--- src/rtl/parc_muldiv_seq_unit_pkg.sv ---
`default_nettype none
// ============================================================================
// parc_muldiv_seq_unit_pkg : shared muldiv function codes and decode helpers
// Revision: 1.0
// ============================================================================
package parc_muldiv_seq_unit_pkg;

    // Function codes shared with the X-stage control; 5-7 are reserved.
    typedef enum logic [2:0] {
        MULDIV_FN_MUL  = 3'd0,
        MULDIV_FN_DIV  = 3'd1,
        MULDIV_FN_DIVU = 3'd2,
        MULDIV_FN_REM  = 3'd3,
        MULDIV_FN_REMU = 3'd4
    } muldiv_fn_e;

    // Reserved codes fall through to multiply.
    function automatic logic fn_is_div(input logic [2:0] fn);
        return (fn == MULDIV_FN_DIV)  || (fn == MULDIV_FN_DIVU) ||
               (fn == MULDIV_FN_REM)  || (fn == MULDIV_FN_REMU);
    endfunction

    function automatic logic fn_is_unsigned(input logic [2:0] fn);
        return (fn == MULDIV_FN_DIVU) || (fn == MULDIV_FN_REMU);
    endfunction

endpackage
`default_nettype wire

--- src/rtl/parc_muldiv_seq_dpath.sv ---
`default_nettype none
// ============================================================================
// parc_muldiv_seq_dpath : shift-add multiplier / restoring divider datapath
// Revision: 1.0
// ============================================================================
module parc_muldiv_seq_dpath
    import parc_muldiv_seq_unit_pkg::*;
#(
    parameter int NBITS = 32
) (
    input  logic               clk,
    input  logic               reset,
    input  logic               load,
    input  logic               step,
    input  logic               last,
    input  logic [2:0]         fn,
    input  logic [NBITS-1:0]   a,
    input  logic [NBITS-1:0]   b,
    output logic [2*NBITS-1:0] result
);

    logic               r_is_div;
    logic               r_neg_res;
    logic               r_neg_rem;
    logic [2*NBITS-1:0] r_acc;
    logic [2*NBITS-1:0] r_mcand;
    logic [NBITS-1:0]   r_mplier;
    logic [2*NBITS-1:0] r_rq;
    logic [NBITS-1:0]   r_divisor;
    logic [2*NBITS-1:0] r_result;

    logic               w_sign_a;
    logic               w_sign_b;
    logic [NBITS-1:0]   w_abs_a;
    logic [NBITS-1:0]   w_abs_b;
    logic [2*NBITS-1:0] w_acc_next;
    logic [2*NBITS:0]   w_shift;
    logic [NBITS:0]     w_diff;
    logic [2*NBITS-1:0] w_rq_next;
    logic [NBITS-1:0]   w_quot_fix;
    logic [NBITS-1:0]   w_rem_fix;
    logic [2*NBITS-1:0] w_prod_fix;

    // Sign-magnitude operation: signed functions work on magnitudes.
    assign w_sign_a = !fn_is_unsigned(fn) && a[NBITS-1];
    assign w_sign_b = !fn_is_unsigned(fn) && b[NBITS-1];
    assign w_abs_a  = w_sign_a ? -a : a;
    assign w_abs_b  = w_sign_b ? -b : b;

    assign w_acc_next = r_mplier[0] ? (r_acc + r_mcand) : r_acc;

    // The shifted partial remainder needs one extra bit for the trial subtract.
    assign w_shift   = {r_rq, 1'b0};
    assign w_diff    = w_shift[2*NBITS:NBITS] - {1'b0, r_divisor};
    assign w_rq_next = w_diff[NBITS] ? w_shift[2*NBITS-1:0]
                                     : {w_diff[NBITS-1:0], w_shift[NBITS-1:1], 1'b1};

    assign w_quot_fix = r_neg_res ? -w_rq_next[NBITS-1:0] : w_rq_next[NBITS-1:0];
    assign w_rem_fix  = r_neg_rem ? -w_rq_next[2*NBITS-1:NBITS]
                                  : w_rq_next[2*NBITS-1:NBITS];
    assign w_prod_fix = r_neg_res ? -w_acc_next : w_acc_next;

    always_ff @(posedge clk) begin
        if (reset) begin
            r_is_div  <= 1'b0;
            r_neg_res <= 1'b0;
            r_neg_rem <= 1'b0;
            r_acc     <= '0;
            r_mcand   <= '0;
            r_mplier  <= '0;
            r_rq      <= '0;
            r_divisor <= '0;
            r_result  <= '0;
        end else if (load) begin
            r_is_div  <= fn_is_div(fn);
            r_neg_res <= w_sign_a ^ w_sign_b;
            r_neg_rem <= w_sign_a;
            r_acc     <= '0;
            r_mcand   <= {{NBITS{1'b0}}, w_abs_a};
            r_mplier  <= w_abs_b;
            r_rq      <= {{NBITS{1'b0}}, w_abs_a};
            r_divisor <= w_abs_b;
        end else if (step) begin
            r_acc    <= w_acc_next;
            r_mcand  <= r_mcand << 1;
            r_mplier <= r_mplier >> 1;
            r_rq     <= w_rq_next;
            if (last) begin
                r_result <= r_is_div ? {w_rem_fix, w_quot_fix} : w_prod_fix;
            end
        end
    end

    assign result = r_result;

endmodule
`default_nettype wire

--- src/rtl/parc_muldiv_seq_unit.sv ---
`default_nettype none
// ============================================================================
// parc_muldiv_seq_unit : iterative 32-bit mul/div unit with val/rdy ports
// Revision: 1.0
// ============================================================================
module parc_muldiv_seq_unit
    import parc_muldiv_seq_unit_pkg::*;
#(
    parameter int NBITS = 32
) (
    input  logic               clk,
    input  logic               reset,
    input  logic [2:0]         muldivreq_msg_fn,
    input  logic [NBITS-1:0]   muldivreq_msg_a,
    input  logic [NBITS-1:0]   muldivreq_msg_b,
    input  logic               muldivreq_val,
    output logic               muldivreq_rdy,
    output logic [2*NBITS-1:0] muldivresp_msg_result,
    output logic               muldivresp_val,
    input  logic               muldivresp_rdy
);

    localparam int              c_CNT_W   = $clog2(NBITS);
    localparam logic [c_CNT_W-1:0] c_CNT_MAX = c_CNT_W'(NBITS - 1);

    localparam logic [1:0] c_ST_IDLE = 2'd0;
    localparam logic [1:0] c_ST_CALC = 2'd1;
    localparam logic [1:0] c_ST_DONE = 2'd2;

    logic [1:0]         r_state;
    logic [1:0]         w_state_next;
    logic [c_CNT_W-1:0] r_count;
    logic               w_load;
    logic               w_step;
    logic               w_last;

    always_ff @(posedge clk) begin
        if (reset) begin
            r_state <= c_ST_IDLE;
            r_count <= '0;
        end else begin
            r_state <= w_state_next;
            if (w_load) begin
                r_count <= c_CNT_MAX;
            end else if (w_step) begin
                r_count <= r_count - 1'b1;
            end
        end
    end

    always_comb begin
        w_state_next = r_state;
        case (r_state)
            c_ST_IDLE: if (muldivreq_val)               w_state_next = c_ST_CALC;
            c_ST_CALC: if (r_count == '0)               w_state_next = c_ST_DONE;
            c_ST_DONE: if (muldivresp_rdy)              w_state_next = c_ST_IDLE;
            default:                                    w_state_next = c_ST_IDLE;
        endcase
    end

    always_comb begin
        muldivreq_rdy  = (r_state == c_ST_IDLE);
        muldivresp_val = (r_state == c_ST_DONE);
        w_load         = muldivreq_rdy && muldivreq_val;
        w_step         = (r_state == c_ST_CALC);
        w_last         = w_step && (r_count == '0);
    end

    parc_muldiv_seq_dpath #(
        .NBITS (NBITS)
    ) u_dpath (
        .clk    (clk),
        .reset  (reset),
        .load   (w_load),
        .step   (w_step),
        .last   (w_last),
        .fn     (muldivreq_msg_fn),
        .a      (muldivreq_msg_a),
        .b      (muldivreq_msg_b),
        .result (muldivresp_msg_result)
    );

endmodule
`default_nettype wire

--- config.mk ---
export PLATFORM = sky130hd
export DESIGN_NAME = parc_muldiv_seq_unit
export DESIGN_NICKNAME = d
export VERILOG_FILES = /design/src/rtl/parc_muldiv_seq_unit_pkg.sv /design/src/rtl/parc_muldiv_seq_dpath.sv /design/src/rtl/parc_muldiv_seq_unit.sv
export SDC_FILE = /design/constraint.sdc
export NUM_CORES = 1
export LEC_CHECK = 0
export ABC_AREA = 1
export BUFFER_PORTS_ARGS = -buffer_cell sky130_fd_sc_hd__buf_2
export CAP_MARGIN = 20
export CORE_AREA = 2 2 221 223
export CTS_CLUSTER_SIZE = 24
export DETAILED_ROUTE_END_ITERATION = 8
export DIE_AREA = 0 0 223 225
export GPL_ROUTABILITY_DRIVEN = 1
export MAX_ROUTING_LAYER = met4
export PLACE_DENSITY = 0.78
export SYNTH_ARGS = -nofsm -noshare
export SYNTH_HDL_FRONTEND = slang
export SYNTH_SLANG_ARGS = --single-unit
--- constraint.sdc ---
create_clock -name clk -period 5.2 [get_ports clk]
set_input_delay 0.52 -clock clk [delete_from_list [all_inputs] [get_ports clk]]
set_output_delay 0.52 -clock clk [all_outputs]
set_load 0.05 [all_outputs]
Word-level counts from Yosys, hierarchy flattened
Cells that the tools add are included.
- register bits: 330
- add/sub/neg operators: 8
- eq/ne operators: 9
- multiplexer cells: 20
- bitwise gates (word level): 2
- reduce and logical (&&, ||, !) cells: 15
- operators with widths (cell ; number):
    32-bit two-way mux ; 10
    64-bit two-way mux ; 4
    32-bit negator ; 4
    64-bit adder ; 1
    64-bit negator ; 1
    33-bit by 32-bit subtractor with 33-bit output ; 1
    5-bit two-way mux ; 2
    3-bit by 2-bit equality test with 1-bit output (second input constant) ; 2
    2-bit two-way mux ; 3
    2-bit one-hot mux with 3 select lines ; 1
    3-bit AND reduction ; 2
    5-bit logical NOT ; 1
    5-bit by 1-bit subtractor with 5-bit output (second input constant) ; 1
    1-bit logical AND ; 4
    1-bit logical OR ; 4
    2-bit != test (second input constant) ; 2
    3-bit by 1-bit equality test with 1-bit output (second input constant) ; 1
    3-bit equality test (second input constant) ; 1
    2-bit by 1-bit equality test with 1-bit output (second input constant) ; 1
    2-bit equality test (second input constant) ; 1
    2-bit logical NOT ; 1
    2-bit by 1-bit != test with 1-bit output (second input constant) ; 1
    2-bit nonzero test ; 1
    2-bit OR reduction ; 1
    3 further kinds ; 3

Depth between registers and ports, before layout
Gate-level depths: netlist of the first run.
- depth after elaboration: 6
- depth in mapped cells: 30
- depth with buffers taken out: 29

Cells and area by module
From an unflattened synthesis of the first run, not the netlist that was laid out.
- cells, all modules: 4838
- area total of the unflattened synthesis: 27350.0 µm²
- modules (own cells, without submodules) (module ; instances ; cells an instance ; area an instance (µm²) ; sequential area each (µm²)):
    parc_muldiv_seq_dpath ; 1 ; 4783 ; 26980.9 ; 6466.2
    parc_muldiv_seq_unit ; 1 ; 55 ; 369.1 ; 140.1

Least setup slack after synthesis of the first run
OpenSTA, ideal clock, no wires.
- path kind: register to register
- start: reg u_dpath.r_rq[31]
- end: reg u_dpath.r_result[26] (netlist: u_dpath.result[26])
- data arrival time: 3.762 ns
- slack: 1.304 ns
- stages on the path, launching flop included: 28
- cell sequence: dfxtp_1 inv_1 ha_1 inv_1 fa_1 nand2_1 o21ai_2 nand2_1 nand2_2 nand2_2 nand2_4 nand2_4 nand3_2 nand2_8 buf_8 buf_6 ha_1 nand3_1 nor3_1 nand3_1 nor3_1 nand4_1 nor4b_1 nor2_1 a21oi_1 a21oi_1 o21ai_0 a31oi_1
- longest elaborated chain between the ends: 5
- RTL lines (item ; RTL line ; source):
    start: declaration ; parc_muldiv_seq_dpath.sv:28 ; logic [2*NBITS-1:0] r_rq;
    start signal: assignment ; parc_muldiv_seq_dpath.sv:81 ; r_rq <= {{NBITS{1'b0}}, w_abs_a};
    start signal: assignment ; parc_muldiv_seq_dpath.sv:87 ; r_rq <= w_rq_next;
    33-bit by 32-bit subtractor with 33-bit output ; parc_muldiv_seq_dpath.sv:54 ; assign w_diff = w_shift[2*NBITS:NBITS] - {1'b0, r_divisor};
    64-bit two-way mux ; parc_muldiv_seq_dpath.sv:55 ; assign w_rq_next = w_diff[NBITS] ? w_shift[2*NBITS-1:0]
    32-bit negator ; parc_muldiv_seq_dpath.sv:58 ; assign w_quot_fix = r_neg_res ? -w_rq_next[NBITS-1:0] : w_rq_next[NBITS-1:0];
    32-bit two-way mux ; parc_muldiv_seq_dpath.sv:58 ;
    64-bit two-way mux ; parc_muldiv_seq_dpath.sv:89 ; r_result <= r_is_div ? {w_rem_fix, w_quot_fix} : w_prod_fix;
    end signal: assignment ; parc_muldiv_seq_dpath.sv:89 ;
    end: declaration ; parc_muldiv_seq_dpath.sv:30 ; logic [2*NBITS-1:0] r_result;
Every way passes these cells.
A chain may end at the register's enable or synchronous reset.

Final worst setup path of the first run
Ends and elaborated chain as after synthesis.

==> summary.md, run 1 <==
| Metric | Value |
|---|---|
| Status | complete, no violations |
| Worst skew pair latency | about 0.58 ns |
| Setup_tns | 0 ns |
| Crit-path slowest cell | nor4b_1 |
| CP Max Fanout | 4 |
| Crit path DAT | 4.80 ns |
| Largest net degree at the start of global routing | approximately 120 |
| Area share of the largest cell type after synthesis | 23.3% |
| PD cells | approximately 340 nW/um^2 |
| Reg2reg path depth | 25 |
| Starting density of the core | 59.7% |
| Minimum clock period | ~4.4 ns |
| CTS H-tree depth | 2 |
| Synthesized flop and latch total | 330 |
| Synth async-reset ratio | 0% |
| RSZ-0062 raised after global routing | false |
| Top cells by area, synth | dfxtp_1, nand2_1, inv_1 |
| Synthesized Nets | 5,266 |
| First-pass GRT wire length | 157,000 um |
| Final HPWL DP | 78,300 um |
| Bufs and invs on worst path | 2 |
| Grt total ovfl | 0 |
| Top cell family by delay on the critical path | simple AND/OR/NAND/NOR gates |
| Drt drc | 0 |
| Synthesized area per cell | 5.57 um^2 |
| Total Nets Final | 5,283 |
| Layout cells sized above 1 | 6.75% |
| Relative slew margins | 30.7% |
| Ant diodes | 0 |
| Syn Std Cell Area | 28,400 um^2 |
| Port bufs | 136 |
| Die width | 223 um |
| Gp weighted congestion | 1.06 |
| LEAKAGE | about 16 nW |
| Max Clock Skew | 0.0295 ns |
| Clock sinks | 330 |
| Required @ worst endpoint | between 5 and 6 ns |
| Routed WL | 102,000 um |
| CTS hold repair buffers | 0 |
| Row count | 80 |
| Reg area | 6610 um^2 |
| Measured slew at the worst slew-check pin | between 1 and 1.5 ns |
| Wire length per cell | 17.7 um |
| Root Driver | clkbuf_16 |
| Area added between synthesis and finish | 7.77% |
| Max-slew violation count | 0 |
| Vias in the first global route | 28,900 |
| Max capacitance violation total | 0 |
| Yosys synthesis warning count | 0 |
| Period utilization | between 80% and 90% |
| Overall power | approximately 0.010 W |
| TritonCTS clock tree | yes |
| Clock transition at the registers of the reported paths | 0.07 ns |
| Hold depth | 4 |
| WP depth | 25 |
| Final number of setup-violating endpoints | 0 |
| Max VDD drop | 0.000339 V |
| Post-synth EDFFs | 0 |
| # fillers | 4,867 |
| Vert. Die Dim | 225 um |
| Post_cts resized | 0 |
| Post-route ant nets | 0 |
| Synth area leader | dfxtp_1 |
| I/O pins | 137 |
| Final hold violations | 0 |
| Die ar. | 50,200 um^2 |
| Vias per cell | 5.66 |
| Syn Inst Count | 5,091 |
| Initial antenna violation count | 1 |
| Crit. End Element | register |
| DP Area | 29,200 um^2 |
| Core area | roughly 48,000 um^2 |
| Netlist cell types | 59 |
| DR iter-0 viols | 3,720 |
| Dominant synthesized flop cell | dfxtp_1 |
| Post-synthesis sequential area ratio | 23.3% |
| Setup crit start kind | register |
| WS Path Type | register to register |
| Multi-input gate area | 17,800 um^2 |
| Final instance area | 30,600 um^2 |
| Clock buffer depth | 3 |
| Number of CTS-inserted buffers | 40 |
| Total Routing Usage GR | 41.0% |
| Hold WC Path Type | input pin to register |
| Max stage delay on crit path | 0.51 ns |
| Post-CTS setup buffers | 0 |
| DR pass1 iterations | 8 |
| DR vias | between 30,000 and 40,000 |
| Fmax | ~230 MHz |
[registers in the layout, indices dropped and copies added (netlist names), 2 cells and up]
signal and count:
u_dpath.r_acc 64, u_dpath.r_mcand 64, u_dpath.r_rq 64, u_dpath.result 64, u_dpath.r_divisor 32, u_dpath.r_mplier 32
r_count 5, r_state 2
[final cells by class]
cell class | instances | share of cell area (%)
Clock buffer | 55 | 3.76
Multi-Input combinational cell | 3736 | 58.3
Tap cell | 615 | 2.52
Timing Repair Buffer | 161 | 2.90
Inverter | 839 | 10.3
Clock inverter | 16 | 0.515
Sequential cell | 330 | 21.6
[worst min-delay path, delay by kind of cell]
kind	cells	cell delay, ns
AOI/OAI and AO/OA	1	0.05
and+or+nand+nor	1	0.05
buffers and inverters	2	0.10
[Yosys cell counts, drive strengths merged, types with 2 or more instances]
cell,n
a21oi,497
inv,834
and3,5
nand3,374
ha,102
dfxtp,330
o22ai,11
a21boi,5
o21bai,7
and2,10
clkinv,5
xor2,10
o21a,9
a221oi,8
a31oi,35
nor4,9
nor2,415
nand3b,17
nand2,1617
nand4,42
o41ai,2
xnor2,7
buf,51
fa,2
o21ai,446
nor3,53
o211ai,34
a22oi,2
clkbuf,135
or2,5
a21o,7
[final timing paths]
path | slack, ns | from | end
worst max-delay path | 0.83 | u_dpath.r_rq[31] | u_dpath.result[26]
worst min-delay path | 0.21 | muldivresp_rdy | r_state[1]
worst max register to register | 0.83 | u_dpath.r_rq[31] | u_dpath.result[26]
worst min register to register | 0.46 | u_dpath.r_mplier[1] | u_dpath.r_mplier[0]
[cells in the final DEF (no fill, tap or decap), types with 40 or more instances in the layout]
master and instances:
a21oi_1 492, buf_2 136, clkbuf_16 42, dfxtp_1 327
ha_1 102, inv_1 820, nand2_1 1566, nand2_2 40
nand3_1 370, nand4_1 42, nor2_1 385, nor3_1 51
o21ai_0 428
[metal layers]
| metal | up-vias | global-route usage (%) | wire [um] |
|---|---|---|---|
| met5 | - | - | 0 |
| met4 | 0 | 19.1 | 5170 |
| met3 | 251 | 6.83 | 10300 |
| met2 | 1553 | 62.4 | 43600 |
| met1 | 14500 | 53.2 | 42800 |
| li1 | 16300 | - | - |
[metrics by stage]
step	cells	util (%)	setup slack [ns]	hold slack (ns)
2_1_floorplan	5091	-	1.30	0.450
3_3_place_gp	5680	61.5	1.03	0.459
3_5_place_dp	5680	61.5	0.921	0.457
4_1_cts	5751	64.3	0.894	0.192
5_1_grt	5752	64.3	0.387	0.245
6_report	5752	64.3	0.832	0.208
[cells by family after synthesis]
family	after synthesis	share of synthesized area, %
AO/OA/AOI/OAI	1066	20.0
XOR/XNOR	17	0.525
adder cells (fa/ha/maj)	104	4.64
buffers and inverters	1025	13.9
flip-flops	330	23.3
AND/OR/NAND/NOR	2549	37.6
[report_power, final]
part           internal [W]  switching, W
clock network       0.00165       0.00120
registers           0.00276      0.000225
logic               0.00131       0.00331
Power figures use the tool's default switching activity.
==> run 2: changes to the inputs <==
Settings changed: CORE_AREA 2 2 221 223 to 2 2 225 227, DIE_AREA 0 0 223 225 to 0 0 227 229.
Clock period 5.2 ns to 3.81 ns, I/O delays scaled along.
==> run 2 against run 1 <==
Flip-flop and latch count did not move. Fmax rose by 16%. Combinational power rose by 44%. Power rose by 41%. Via count rose by 0.83%. Register-to-register slack got worse by 0.80 ns. Utilization fell by 0.47 points. Critical path type unchanged. Largest power group unchanged.
==> summary.md, run 2 (synthesized netlist as in run 1, its figures left out) <==
| Metric | Value |
|---|---|
| Status | complete, no violations (unchanged) |
| Clock buffer depth | 3 (unchanged) |
| Total Nets Final | 5,353 (was 5,283) |
| Gp weighted congestion | 1.02 (was 1.06) |
| LEAKAGE | 16.7 nW (was 16.2 nW) |
| Final number of setup-violating endpoints | 0 (unchanged) |
| Fmax | 265 MHz (was 229 MHz) |
| Starting density of the core | 57.1% (was 59.7%) |
| Initial antenna violation count | 1 (unchanged) |
| Area added between synthesis and finish | 11.7% (was 7.77%) |
| Setup slack, reg-to-reg | 0.04 ns (was 0.83 ns) |
| Minimum clock period | 3.77 ns (was 4.37 ns) |
| PD cells | 465 nW/um^2 (was 342 nW/um^2) |
| Routed WL | 103,000 um (was 102,000 um) |
| CP Max Fanout | 5 (was 4) |
| Die width | 227 um (was 223 um) |
| RR Startpoint | u_dpath.r_rq[61] (was u_dpath.r_rq[31]) |
| Post-layout util | 63.9% (was 64.3%) |
| Setup_tns | 0 ns (unchanged) |
| Clock transition at the registers of the reported paths | 0.06 ns (was 0.07 ns) |
| Max capacitance violation total | 0 (unchanged) |
| Post-route ant nets | 0 (unchanged) |
| Reg2reg end | u_dpath.result[24] (was u_dpath.result[26]) |
| Drt drc | 0 (unchanged) |
| Crit-path slowest cell | ha_1 (was nor4b_1) |
| First-pass GRT wire length | 157,000 um (about the same) |
| Worst skew pair latency | 0.61 ns (was 0.58 ns) |
| Wire length per cell | 17.5 um (was 17.7 um) |
| Clock sinks | 330 (unchanged) |
| Max Clock Skew | 0.0473 ns (was 0.0295 ns) |
| Vert. Die Dim | 229 um (was 225 um) |
| DR pass1 iterations | 6 (was 8) |
| Crit path DAT | 4.26 ns (was 4.80 ns) |
| DR vias | 32,800 (was 32,500) |
| Period utilization | 99.1% (was 84.0%) |
| Vias in the first global route | 29,200 (was 28,900) |
| DR iter-0 viols | 3,603 (was 3,720) |
| Overall power | 0.0147 W (was 0.0105 W) |
| Max stage delay on crit path | 0.37 ns (was 0.51 ns) |
| Layout cells sized above 1 | 9.88% (was 6.75%) |
| Root Driver | clkbuf_16 (unchanged) |
| Measured slew at the worst slew-check pin | 1.07 ns (was 1.04 ns) |
| Final hold violations | 0 (unchanged) |
| CTS hold repair buffers | 0 (unchanged) |
| Number of CTS-inserted buffers | 40 (unchanged) |
| Commonest non-fill, non-tap cell in the layout | nand2_1 (unchanged) |
| Vias per cell | 5.58 (was 5.66) |
| Relative slew margins | 28.5% (was 30.7%) |
| TritonCTS clock tree | yes (unchanged) |
| Most frequent cells in the layout | nand2_1, inv_1, a21oi_1 (unchanged) |
| Total Routing Usage GR | 39.6% (was 41.0%) |
| Core area | 49,700 um^2 (was 47,500 um^2) |
| Worst hold slack | 0.0362 ns (was 0.208 ns) |
| Row count | 82 (was 80) |
| Largest net degree at the start of global routing | 164 (was 116) |
| CTS H-tree depth | 2 (unchanged) |
| Port bufs | 136 (unchanged) |
| Crit-path cells | ha_1, nand2_1, nor2_2, nand2_1, inv_1, a21oi_4, buf_4, nand2_4, nand2_4, nand2_8, ha_4, nand3_4, nor3_4, nand3_2, nor3_2, nand4_1, nor4b_4, buf_4, a21oi_2, nor2_1, nor2_1, a21oi_1, a21oi_1 |
| RSZ-0062 raised after global routing | true (was false) |
| Die ar. | 52,000 um^2 (was 50,200 um^2) |
| Hold depth | 2 (was 4) |
| Crit. End Element | register (unchanged) |
| CP Launch Point | u_dpath.r_rq[61] (was u_dpath.r_rq[31]) |
| Final HPWL DP | 78,800 um (was 78,300 um) |
| Required @ worst endpoint | 4.30 ns (was 5.64 ns) |
| I/O pins | 137 (unchanged) |
| Max-slew violation count | 0 (unchanged) |
| Grt total ovfl | 0 (unchanged) |
| WS Path Type | register to register (unchanged) |
| Setup crit start kind | register (unchanged) |
| HP Start | reset (was muldivresp_rdy) |
| Worst Hold End | r_count[4] (was r_state[1]) |
| Reg2reg path depth | 23 (was 25) |
| Hold WC Path Type | input pin to register (unchanged) |
| Max VDD drop | 0.000496 V (was 0.000339 V) |
## run 2: cell type report
| type | instances | area, um^2 |
|---|---|---|
| repair buffers | 231 | 1450 |
| fillers | 5007 | 17900 |
| well taps | 672 | 841 |
| flip-flops and latches | 330 | 6630 |
| multi-input cells | 3736 | 18300 |
| clock buffers | 60 | 1180 |
| diodes | 2 | 5.00 |
| inverters | 839 | 3160 |
| clock inverters | 14 | 183 |
## run 2: worst max-delay path, delay by kind of cell (launching register included)
kind | cells | cell delay (ns)
and+or+nand+nor | 14 | 1.99
AOI/OAI and AO/OA | 4 | 0.39
DFF | 1 | 0.34
buffers and inverters | 3 | 0.44
adders and majority gates | 2 | 0.52
## run 2: power breakdown
group | internal, W | switching, W | total (W)
Combinational | 0.00206 | 0.00458 | 0.00664
Sequential | 0.00377 | 0.000328 | 0.00410
Clock | 0.00230 | 0.00170 | 0.00400
Total | 0.00813 | 0.00661 | 0.0147
## run 2: worst max-delay path by stage
stage	to	slack, ns	depth (start not counted)
floorplan	u_dpath.result[26]	0.005	27
global placement	u_dpath.result[24]	0.11	22
detailed placement	u_dpath.result[26]	0.04	21
CTS	u_dpath.result[24]	0.02	26
global route	u_dpath.result[24]	-0.25	27
finish	u_dpath.result[24]	0.04	23
## run 2: repair_timing
| item | in CTS | in global routing |
|---|---|---|
| setup endpoints to repair | 0 | 46 |
| resized for setup | 0 | 118 |
| setup buffers | 0 | 11 |
## run 2: metrics by stage
stage          std cells  setup slack (ns)  cell area, um^2
6_report            5884            0.0362            31700
5_1_grt             5883            -0.252            31700
4_1_cts             5871            0.0227            31200
3_5_place_dp        5797            0.0391            29800
3_3_place_gp        5797             0.115            29800
2_1_floorplan       5091           0.00457            28400
## run 2: metal layers
| metal | up-vias | routed length [um] | GRT usage (%) |
|---|---|---|---|
| met5 | - | 0 | - |
| met4 | 0 | 4930 | 17.8 |
| met3 | 247 | 10200 | 6.45 |
| met2 | 1467 | 44500 | 59.4 |
| met1 | 14700 | 43200 | 52.3 |
| li1 | 16400 | - | - |
